**config.mk**
```make
export PLATFORM = sky130hd
export DESIGN_NAME = mem_port_arbiter_flat
export DESIGN_NICKNAME = d
export VERILOG_FILES = /design/src/rtl/mem_arb_pkg.sv /design/src/rtl/mem_port_arbiter_if.sv /design/src/rtl/mem_port_arbiter.sv /design/src/flat_wrapper.sv
export SDC_FILE = /design/constraint.sdc
export NUM_CORES = 1
export LEC_CHECK = 0
export ABC_AREA = 1
export BUFFER_PORTS_ARGS = -buffer_cell sky130_fd_sc_hd__buf_2
export CAP_MARGIN = 40
export CORE_ASPECT_RATIO = 1.1
export CORE_UTILIZATION = 43
export CTS_BUF_LIST = sky130_fd_sc_hd__clkbuf_4 sky130_fd_sc_hd__clkbuf_8
export DETAILED_ROUTE_END_ITERATION = 8
export PLACE_DENSITY = 0.77
export SYNTH_ARGS = -nofsm -noshare
export SYNTH_HDL_FRONTEND = slang
export SYNTH_SLANG_ARGS = --single-unit
```
**constraint.sdc**
```tcl
create_clock -name clk -period 1.5 [get_ports clk]
set_clock_uncertainty 0.1 [all_clocks]
set_input_delay 0.075 -clock clk [delete_from_list [all_inputs] [get_ports clk]]
set_output_delay 0.075 -clock clk [all_outputs]
set_load 0.02 [all_outputs]
```
**src/rtl/mem_arb_pkg.sv**
```systemverilog
// Shared types for the fetch/memory-stage port arbiter.
package mem_arb_pkg;

    typedef enum logic [1:0] {
        StIdle,
        StIssue,
        StWait
    } arb_state_e;

    typedef enum logic {
        OwnI,
        OwnD
    } arb_owner_e;

endpackage

```
**src/rtl/mem_port_arbiter_if.sv**
```systemverilog
// Request/response and backing-memory signals of the port arbiter.
interface mem_port_arbiter_if #(
    parameter int unsigned AddrWidth = 32,
    parameter int unsigned DataWidth = 32
);
    logic                   i_req_valid;
    logic [AddrWidth-1:0]   i_req_addr;
    logic                   i_req_ready;
    logic                   i_rsp_valid;
    logic [DataWidth-1:0]   i_rsp_data;

    logic                   d_req_valid;
    logic                   d_req_we;
    logic [AddrWidth-1:0]   d_req_addr;
    logic [DataWidth-1:0]   d_req_wdata;
    logic [DataWidth/8-1:0] d_req_be;
    logic                   d_req_ready;
    logic                   d_rsp_valid;
    logic [DataWidth-1:0]   d_rsp_data;

    logic                   mem_req;
    logic                   mem_we;
    logic [AddrWidth-1:0]   mem_addr;
    logic [DataWidth-1:0]   mem_wdata;
    logic [DataWidth/8-1:0] mem_be;
    logic                   mem_gnt;
    logic                   mem_rvalid;
    logic [DataWidth-1:0]   mem_rdata;

    logic                   stall_f;
    logic                   stall_m;

    // Arbiter side.
    modport slave (
        input  i_req_valid, i_req_addr,
        input  d_req_valid, d_req_we, d_req_addr, d_req_wdata, d_req_be,
        input  mem_gnt, mem_rvalid, mem_rdata,
        output i_req_ready, i_rsp_valid, i_rsp_data,
        output d_req_ready, d_rsp_valid, d_rsp_data,
        output mem_req, mem_we, mem_addr, mem_wdata, mem_be,
        output stall_f, stall_m
    );

    // Requester/memory side.
    modport master (
        output i_req_valid, i_req_addr,
        output d_req_valid, d_req_we, d_req_addr, d_req_wdata, d_req_be,
        output mem_gnt, mem_rvalid, mem_rdata,
        input  i_req_ready, i_rsp_valid, i_rsp_data,
        input  d_req_ready, d_rsp_valid, d_rsp_data,
        input  mem_req, mem_we, mem_addr, mem_wdata, mem_be,
        input  stall_f, stall_m
    );

endinterface

```
**src/rtl/mem_port_arbiter.sv**
```systemverilog
// Shares one single-ported memory between fetch (I) and memory stage (D), one transaction
// at a time; D has priority, with a starvation guard that eventually forces an I grant.
module mem_port_arbiter
    import mem_arb_pkg::*;
#(
    parameter int unsigned AddrWidth   = 32,
    parameter int unsigned DataWidth   = 32,
    parameter int unsigned StarveLimit = 4
) (
    input logic              clk,
    input logic              rst,
    mem_port_arbiter_if.slave bus
);

    localparam int unsigned BeWidth = DataWidth / 8;
    localparam int unsigned CntW    = $clog2(StarveLimit + 1);
    localparam logic [CntW-1:0] CntMax = CntW'(StarveLimit);

    arb_state_e           state_q;
    arb_owner_e           owner_q;
    logic [CntW-1:0]      starve_q;
    logic                 we_q;
    logic [AddrWidth-1:0] addr_q;
    logic [DataWidth-1:0] wdata_q;
    logic [BeWidth-1:0]   be_q;
    logic                 i_rsp_valid_q;
    logic [DataWidth-1:0] i_rsp_data_q;
    logic                 d_rsp_valid_q;
    logic [DataWidth-1:0] d_rsp_data_q;

    logic starved;
    logic grant_i;
    logic grant_d;

    always_comb begin
        starved = (starve_q == CntMax);
        grant_i = (state_q == StIdle) && bus.i_req_valid && (!bus.d_req_valid || starved);
        grant_d = (state_q == StIdle) && bus.d_req_valid && !grant_i;
    end

    always_ff @(posedge clk) begin
        if (rst) begin
            state_q       <= StIdle;
            owner_q       <= OwnI;
            starve_q      <= '0;
            we_q          <= 1'b0;
            addr_q        <= '0;
            wdata_q       <= '0;
            be_q          <= '0;
            i_rsp_valid_q <= 1'b0;
            i_rsp_data_q  <= '0;
            d_rsp_valid_q <= 1'b0;
            d_rsp_data_q  <= '0;
        end else begin
            i_rsp_valid_q <= 1'b0;
            d_rsp_valid_q <= 1'b0;

            unique case (state_q)
                StIdle: begin
                    if (grant_i) begin
                        owner_q <= OwnI;
                        we_q    <= 1'b0;
                        addr_q  <= bus.i_req_addr;
                        wdata_q <= '0;
                        be_q    <= '1;
                        state_q <= StIssue;
                    end else if (grant_d) begin
                        owner_q <= OwnD;
                        we_q    <= bus.d_req_we;
                        addr_q  <= bus.d_req_addr;
                        wdata_q <= bus.d_req_wdata;
                        be_q    <= bus.d_req_be;
                        state_q <= StIssue;
                    end
                end
                StIssue: begin
                    if (bus.mem_gnt) begin
                        state_q <= StWait;
                    end
                end
                StWait: begin
                    if (bus.mem_rvalid) begin
                        state_q <= StIdle;
                        if (owner_q == OwnI) begin
                            i_rsp_valid_q <= 1'b1;
                            i_rsp_data_q  <= bus.mem_rdata;
                        end else begin
                            d_rsp_valid_q <= 1'b1;
                            d_rsp_data_q  <= we_q ? '0 : bus.mem_rdata;
                        end
                    end
                end
                default: state_q <= StIdle;
            endcase

            // Counts D wins over a waiting I; any idle cycle without an I request forgives.
            if (state_q == StIdle) begin
                if (grant_i || !bus.i_req_valid) begin
                    starve_q <= '0;
                end else if (grant_d && !starved) begin
                    starve_q <= starve_q + CntW'(1);
                end
            end
        end
    end

    assign bus.i_req_ready = grant_i;
    assign bus.d_req_ready = grant_d;
    assign bus.i_rsp_valid = i_rsp_valid_q;
    assign bus.i_rsp_data  = i_rsp_data_q;
    assign bus.d_rsp_valid = d_rsp_valid_q;
    assign bus.d_rsp_data  = d_rsp_data_q;

    assign bus.mem_req   = (state_q == StIssue);
    assign bus.mem_we    = we_q;
    assign bus.mem_addr  = addr_q;
    assign bus.mem_wdata = wdata_q;
    assign bus.mem_be    = be_q;

    assign bus.stall_f = (bus.i_req_valid || (owner_q == OwnI && state_q != StIdle))
                         && !i_rsp_valid_q;
    assign bus.stall_m = (bus.d_req_valid || (owner_q == OwnD && state_q != StIdle))
                         && !d_rsp_valid_q;

endmodule

```
**src/flat_wrapper.sv**
```systemverilog
// flat-port wrapper written by rule: the top's interface ports become plain ports
module mem_port_arbiter_flat import mem_arb_pkg::*;
#(
    parameter int unsigned AddrWidth   = 32,
    parameter int unsigned DataWidth   = 32,
    parameter int unsigned StarveLimit = 4
)
  (clk, rst, bus_i_req_valid, bus_i_req_addr, bus_d_req_valid, bus_d_req_we, bus_d_req_addr, bus_d_req_wdata, bus_d_req_be, bus_mem_gnt, bus_mem_rvalid, bus_mem_rdata, bus_i_req_ready, bus_i_rsp_valid, bus_i_rsp_data, bus_d_req_ready, bus_d_rsp_valid, bus_d_rsp_data, bus_mem_req, bus_mem_we, bus_mem_addr, bus_mem_wdata, bus_mem_be, bus_stall_f, bus_stall_m);
  mem_port_arbiter_if #(.AddrWidth(AddrWidth), .DataWidth(DataWidth)) bus_i ();
  input logic clk;
  input logic rst;
  input wire logic [$bits(bus_i.i_req_valid)-1:0] bus_i_req_valid;
  input wire logic [$bits(bus_i.i_req_addr)-1:0] bus_i_req_addr;
  input wire logic [$bits(bus_i.d_req_valid)-1:0] bus_d_req_valid;
  input wire logic [$bits(bus_i.d_req_we)-1:0] bus_d_req_we;
  input wire logic [$bits(bus_i.d_req_addr)-1:0] bus_d_req_addr;
  input wire logic [$bits(bus_i.d_req_wdata)-1:0] bus_d_req_wdata;
  input wire logic [$bits(bus_i.d_req_be)-1:0] bus_d_req_be;
  input wire logic [$bits(bus_i.mem_gnt)-1:0] bus_mem_gnt;
  input wire logic [$bits(bus_i.mem_rvalid)-1:0] bus_mem_rvalid;
  input wire logic [$bits(bus_i.mem_rdata)-1:0] bus_mem_rdata;
  output wire logic [$bits(bus_i.i_req_ready)-1:0] bus_i_req_ready;
  output wire logic [$bits(bus_i.i_rsp_valid)-1:0] bus_i_rsp_valid;
  output wire logic [$bits(bus_i.i_rsp_data)-1:0] bus_i_rsp_data;
  output wire logic [$bits(bus_i.d_req_ready)-1:0] bus_d_req_ready;
  output wire logic [$bits(bus_i.d_rsp_valid)-1:0] bus_d_rsp_valid;
  output wire logic [$bits(bus_i.d_rsp_data)-1:0] bus_d_rsp_data;
  output wire logic [$bits(bus_i.mem_req)-1:0] bus_mem_req;
  output wire logic [$bits(bus_i.mem_we)-1:0] bus_mem_we;
  output wire logic [$bits(bus_i.mem_addr)-1:0] bus_mem_addr;
  output wire logic [$bits(bus_i.mem_wdata)-1:0] bus_mem_wdata;
  output wire logic [$bits(bus_i.mem_be)-1:0] bus_mem_be;
  output wire logic [$bits(bus_i.stall_f)-1:0] bus_stall_f;
  output wire logic [$bits(bus_i.stall_m)-1:0] bus_stall_m;
  assign bus_i.i_req_valid = bus_i_req_valid;
  assign bus_i.i_req_addr = bus_i_req_addr;
  assign bus_i.d_req_valid = bus_d_req_valid;
  assign bus_i.d_req_we = bus_d_req_we;
  assign bus_i.d_req_addr = bus_d_req_addr;
  assign bus_i.d_req_wdata = bus_d_req_wdata;
  assign bus_i.d_req_be = bus_d_req_be;
  assign bus_i.mem_gnt = bus_mem_gnt;
  assign bus_i.mem_rvalid = bus_mem_rvalid;
  assign bus_i.mem_rdata = bus_mem_rdata;
  assign bus_i_req_ready = bus_i.i_req_ready;
  assign bus_i_rsp_valid = bus_i.i_rsp_valid;
  assign bus_i_rsp_data = bus_i.i_rsp_data;
  assign bus_d_req_ready = bus_i.d_req_ready;
  assign bus_d_rsp_valid = bus_i.d_rsp_valid;
  assign bus_d_rsp_data = bus_i.d_rsp_data;
  assign bus_mem_req = bus_i.mem_req;
  assign bus_mem_we = bus_i.mem_we;
  assign bus_mem_addr = bus_i.mem_addr;
  assign bus_mem_wdata = bus_i.mem_wdata;
  assign bus_mem_be = bus_i.mem_be;
  assign bus_stall_f = bus_i.stall_f;
  assign bus_stall_m = bus_i.stall_m;
  mem_port_arbiter #(.AddrWidth(AddrWidth), .DataWidth(DataWidth), .StarveLimit(StarveLimit)) u_core (.clk(clk), .rst(rst), .bus(bus_i));
endmodule
```
==> qor.json <==
{
  "register_area": {"value": 0.00283, "unit": "mm²"},
  "drive_above_1_share": {"value": 36.3, "unit": "%"},
  "worstSetupEndpointType": {"value": "register"},
  "clock_latency": {"value": 450, "unit": "ps"},
  "setup_violations": {"value": 66},
  "leakage": {"value": 5.12, "unit": "nW"},
  "portBuffers": {"value": 278},
  "viasPerCell": {"value": 5.75},
  "layout.nets": {"value": 1363},
  "r2r-end": {"value": "u_core.bus.mem_addr[21]"},
  "critical_path.startpoint": {"value": "u_core.starve_q[0]"},
  "yosys_warnings": {"value": 0},
  "grt-ovfl-total": {"value": 0},
  "number_of_enable_type_register_cells_in_the_synthesized_netlist": {"value": 0},
  "report.final.hold_viol_count": {"value": 0},
  "timing.hold.worst.class": {"value": "input port to register"},
  "post_synth_num_cell_types": {"value": 23},
  "ys_top_cells_by_area": {"value": "dfxtp_1, nand2_1, nand3_1"},
  "min_path_cells": {"value": 4},
  "yosys.cell_count.top_type": {"value": "dfxtp_1"},
  "grt.total_usage": {"value": 32.2, "unit": "%"},
  "initial_antenna_violation_count": {"value": 0},
  "cts_tree": {"value": "built"},
  "layout_min_cycle_time": {"value": 1820, "unit": "ps"},
  "ff2ff_setup_slack": {"value": -320, "unit": "ps"},
  "worstHoldEndpoint": {"value": "u_core.starve_q[2]"},
  "syn-num-nets": {"value": 932},
  "power.ir.vdd_worst": {"value": 0.824, "unit": "mV"},
  "r2r_cells": {"value": 12},
  "cap_violations": {"value": 0},
  "timing.critical_path.fanout_max": {"value": 7},
  "postRouteAntennaNets": {"value": 0},
  "clock_sink_count": {"value": 141},
  "netlist.top_cell.by_area": {"value": "dfxtp_1"},
  "post-route-drc-count": {"value": 1},
  "yosysSeqAreaShare": {"value": 48.8, "unit": "%"},
  "grt_setup_unrepaired": {"value": "true"},
  "final-max-slew-violation-count": {"value": 0},
  "root_buffer": {"value": "clkbuf_8"},
  "layout.core_utilization": {"value": 77.0, "unit": "%"},
  "seq_power_share": {"value": 41.0, "unit": "%"},
  "arrival": {"value": 2070, "unit": "ps"},
  "layout_worst_path_cycle_share": {"value": 121, "unit": "%"},
  "run_status": {"value": "finished, violations left"},
  "clockBufferDepth": {"value": 2},
  "cp-start-kind": {"value": "register"},
  "grt_start_max_net_pins": {"value": 74},
  "int_power": {"value": 0.00670, "unit": "W"},
  "worst_ep_required_time": {"value": 1750, "unit": "ps"},
  "switching_power": {"value": 0.00342, "unit": "W"},
  "cts_made_buffers": {"value": 17},
  "syn_area_per_cell": {"value": 7.32, "unit": "µm²"},
  "post-layout-total-power": {"value": 0.0101, "unit": "W"},
  "std_cell_rows": {"value": 44},
  "diodes": {"value": 0},
  "power.share.combinational": {"value": 29.9, "unit": "%"},
  "violated_checks": {"value": "DRC, setup timing"},
  "detailedPlace.worstSlack": {"value": 6.85, "unit": "ps"},
  "dr.first_iter.drc_count": {"value": 1344},
  "grt_first_pass_wirelength": {"value": 34900, "unit": "µm"},
  "worstSetupPathType": {"value": "register to register"},
  "switching_share": {"value": 33.8, "unit": "%"},
  "total_routed_wirelength": {"value": 27400, "unit": "µm"},
  "power.density": {"value": 999, "unit": "mW/mm²"},
  "layout-area-overhead-vs-synth": {"value": 75.1, "unit": "%"},
  "netlist_top_cells_count": {"value": "dfxtp_1, nand2_1, nand3_1, inv_1, a21oi_1"},
  "die_area": {"value": 0.0139, "unit": "mm²"},
  "number_of_global_route_vias_before_repair": {"value": 7122},
  "dp.final_hpwl": {"value": 11700, "unit": "µm"},
  "instances_no_fill": {"value": 1394},
  "worstHoldStart": {"value": "bus_i_req_valid"},
  "gp_routability_congestion": {"value": 0.771},
  "r2r_start": {"value": "u_core.starve_q[0]"},
  "clock_power_share": {"value": 29.1, "unit": "%"},
  "timing.fmax": {"value": 550, "unit": "MHz"},
  "netlist_area": {"value": 0.00579, "unit": "mm²"},
  "synthesis.instances": {"value": 791},
  "start_util": {"value": 44.0, "unit": "%"},
  "fin_setup_tns": {"value": -8100, "unit": "ps"},
  "htree_num_levels": {"value": 4},
  "floorplan.die.width": {"value": 113, "unit": "µm"},
  "timing.final.ws_setup": {"value": -317, "unit": "ps"},
  "fillers": {"value": 805},
  "route.vias.total": {"value": 8013},
  "place.detailed.instances": {"value": 1197},
  "avgRoutedWirePerCell": {"value": 19.6, "unit": "µm"},
  "top_level_ports": {"value": 279},
  "synthArstFlopShare": {"value": 0, "unit": "%"},
  "detail_route.first_pass.iterations": {"value": 9},
  "worst_slew_pin_slew": {"value": 412, "unit": "ps"},
  "cts.clk_slew.worst_paths": {"value": 80, "unit": "ps"},
  "core": {"value": 0.0132, "unit": "mm²"},
  "synth_flop_cell": {"value": "dfxtp_1"},
  "ys_seq_elements": {"value": 141},
  "yosysTopAreaCellShare": {"value": 48.8, "unit": "%"},
  "max-slew-margin-rel": {"value": 72.6, "unit": "%"},
  "die-height": {"value": 124, "unit": "µm"},
  "multi_input_area": {"value": 0.00267, "unit": "mm²"}
}
==> final cells by class <==
type	instances	area share, %
clock buffer	20	2.65
clock inverter	10	0.926
inverter	90	3.43
multi-input combinational	499	26.3
sequential	141	27.9
tap	161	1.99
timing repair buffer	473	36.8
==> per-layer routing <==
layer	vias to the layer above	global-route usage [%]	wire, µm
li1	3446	-	-
met1	3623	34.7	9240
met2	726	54.7	12800
met4	0	20.2	2090
met5	-	0	0
met3	218	10.9	3210
==> power by group through the flow <==
stage               Combinational, W  Clock (W)  Sequential, W
global placement             0.00193          0        0.00419
detailed placement           0.00193          0        0.00420
floorplan                   0.000877          0        0.00448
finish                       0.00303    0.00295        0.00415
CTS                          0.00251    0.00293        0.00411
global route                 0.00317    0.00312        0.00416
==> critical path, stage by stage (launching register included) <==
cell and delay [ps]:
dfxtp_2 330, inv_2 80, ha_4 140, nand2_4 50, nand2_4 70, nand3_4 90
buf_4 160, buf_12 140, buf_16 160, nand2_2 70, nand3_1 170, nand2_1 120
inv_1 50
==> logic make-up (layout without fill, tap and decap cells) <==
kind of cell | after synthesis | count (layout) | synth area share, %
AND/OR/NAND/NOR | 349 | 349 | 26.9
buffers and inverters | 151 | 593 | 10.9
AO/OA/AOI/OAI | 148 | 148 | 13.0
flip-flops | 141 | 141 | 48.8
adder cells (fa/ha/maj) | 2 | 2 | 0.432
==> flip-flops by register name, summed over array words and instances (netlist names) <==
signal / flops
u_core.bus.mem_addr: 32
u_core.bus.d_rsp_valid: 1
u_core.bus.mem_wdata: 32
u_core.state_q: 2
u_core.owner_q: 1
u_core.bus.i_rsp_data: 32
u_core.bus.mem_we: 1
u_core.bus.d_rsp_data: 32
u_core.bus.mem_be: 4
u_core.bus.i_rsp_valid: 1
u_core.starve_q: 3
==> what timing repair did <==
action,CTS,global route
gates cloned,6,7
pin swaps,3,20
setup buffers,11,14
hold endpoints to repair,135,0
endpoints found under the setup margin,17,77
gates resized for setup,37,93
hold buffers,136,0
==> stage by stage <==
step / hold slack (ps) / instance area, µm²
finish: 117 / 10100
global route: 131 / 10100
CTS: 72.7 / 9600
detailed placement: 190 / 7500
global placement: 187 / 7500
floorplan: 88.0 / 5790
==> how the worst max path moves through the flow <==
| stage | end | slack (ps) |
|---|---|---|
| final | u_core.bus.mem_addr[21] | -320 |
| after floorplan | u_core.bus.mem_be[0] | 80 |
| after CTS | bus_d_req_ready | -230 |
| after global routing | u_core.bus.mem_addr[21] | -490 |
| after detailed placement | u_core.bus.mem_addr[25] | 7 |
| after global placement | u_core.bus.mem_addr[25] | 20 |
==> cell usage in the layout (no fill, tap or decap), types with 6 or more instances in the layout <==
cell           netlist  routed
buf_2               31     273
dfxtp_1            141     137
dlygate4sd3_1        0     136
nand2_1            140     125
inv_1               87      78
nand3_1            101      78
nor2_1              69      68
o21ai_0             64      63
a21oi_1             75      56
nand4_1             33      33
buf_12               0      22
clkbuf_8             0      19
a21oi_2              0      18
buf_4                4      18
nand3_2              1      16
nand2_2              1      12
buf_6                1      12
inv_2                3       8
nand3_4              0       8
o21ai_1              7       7
clkbuf_16            0       6
Power figures use the tool's default switching activity.
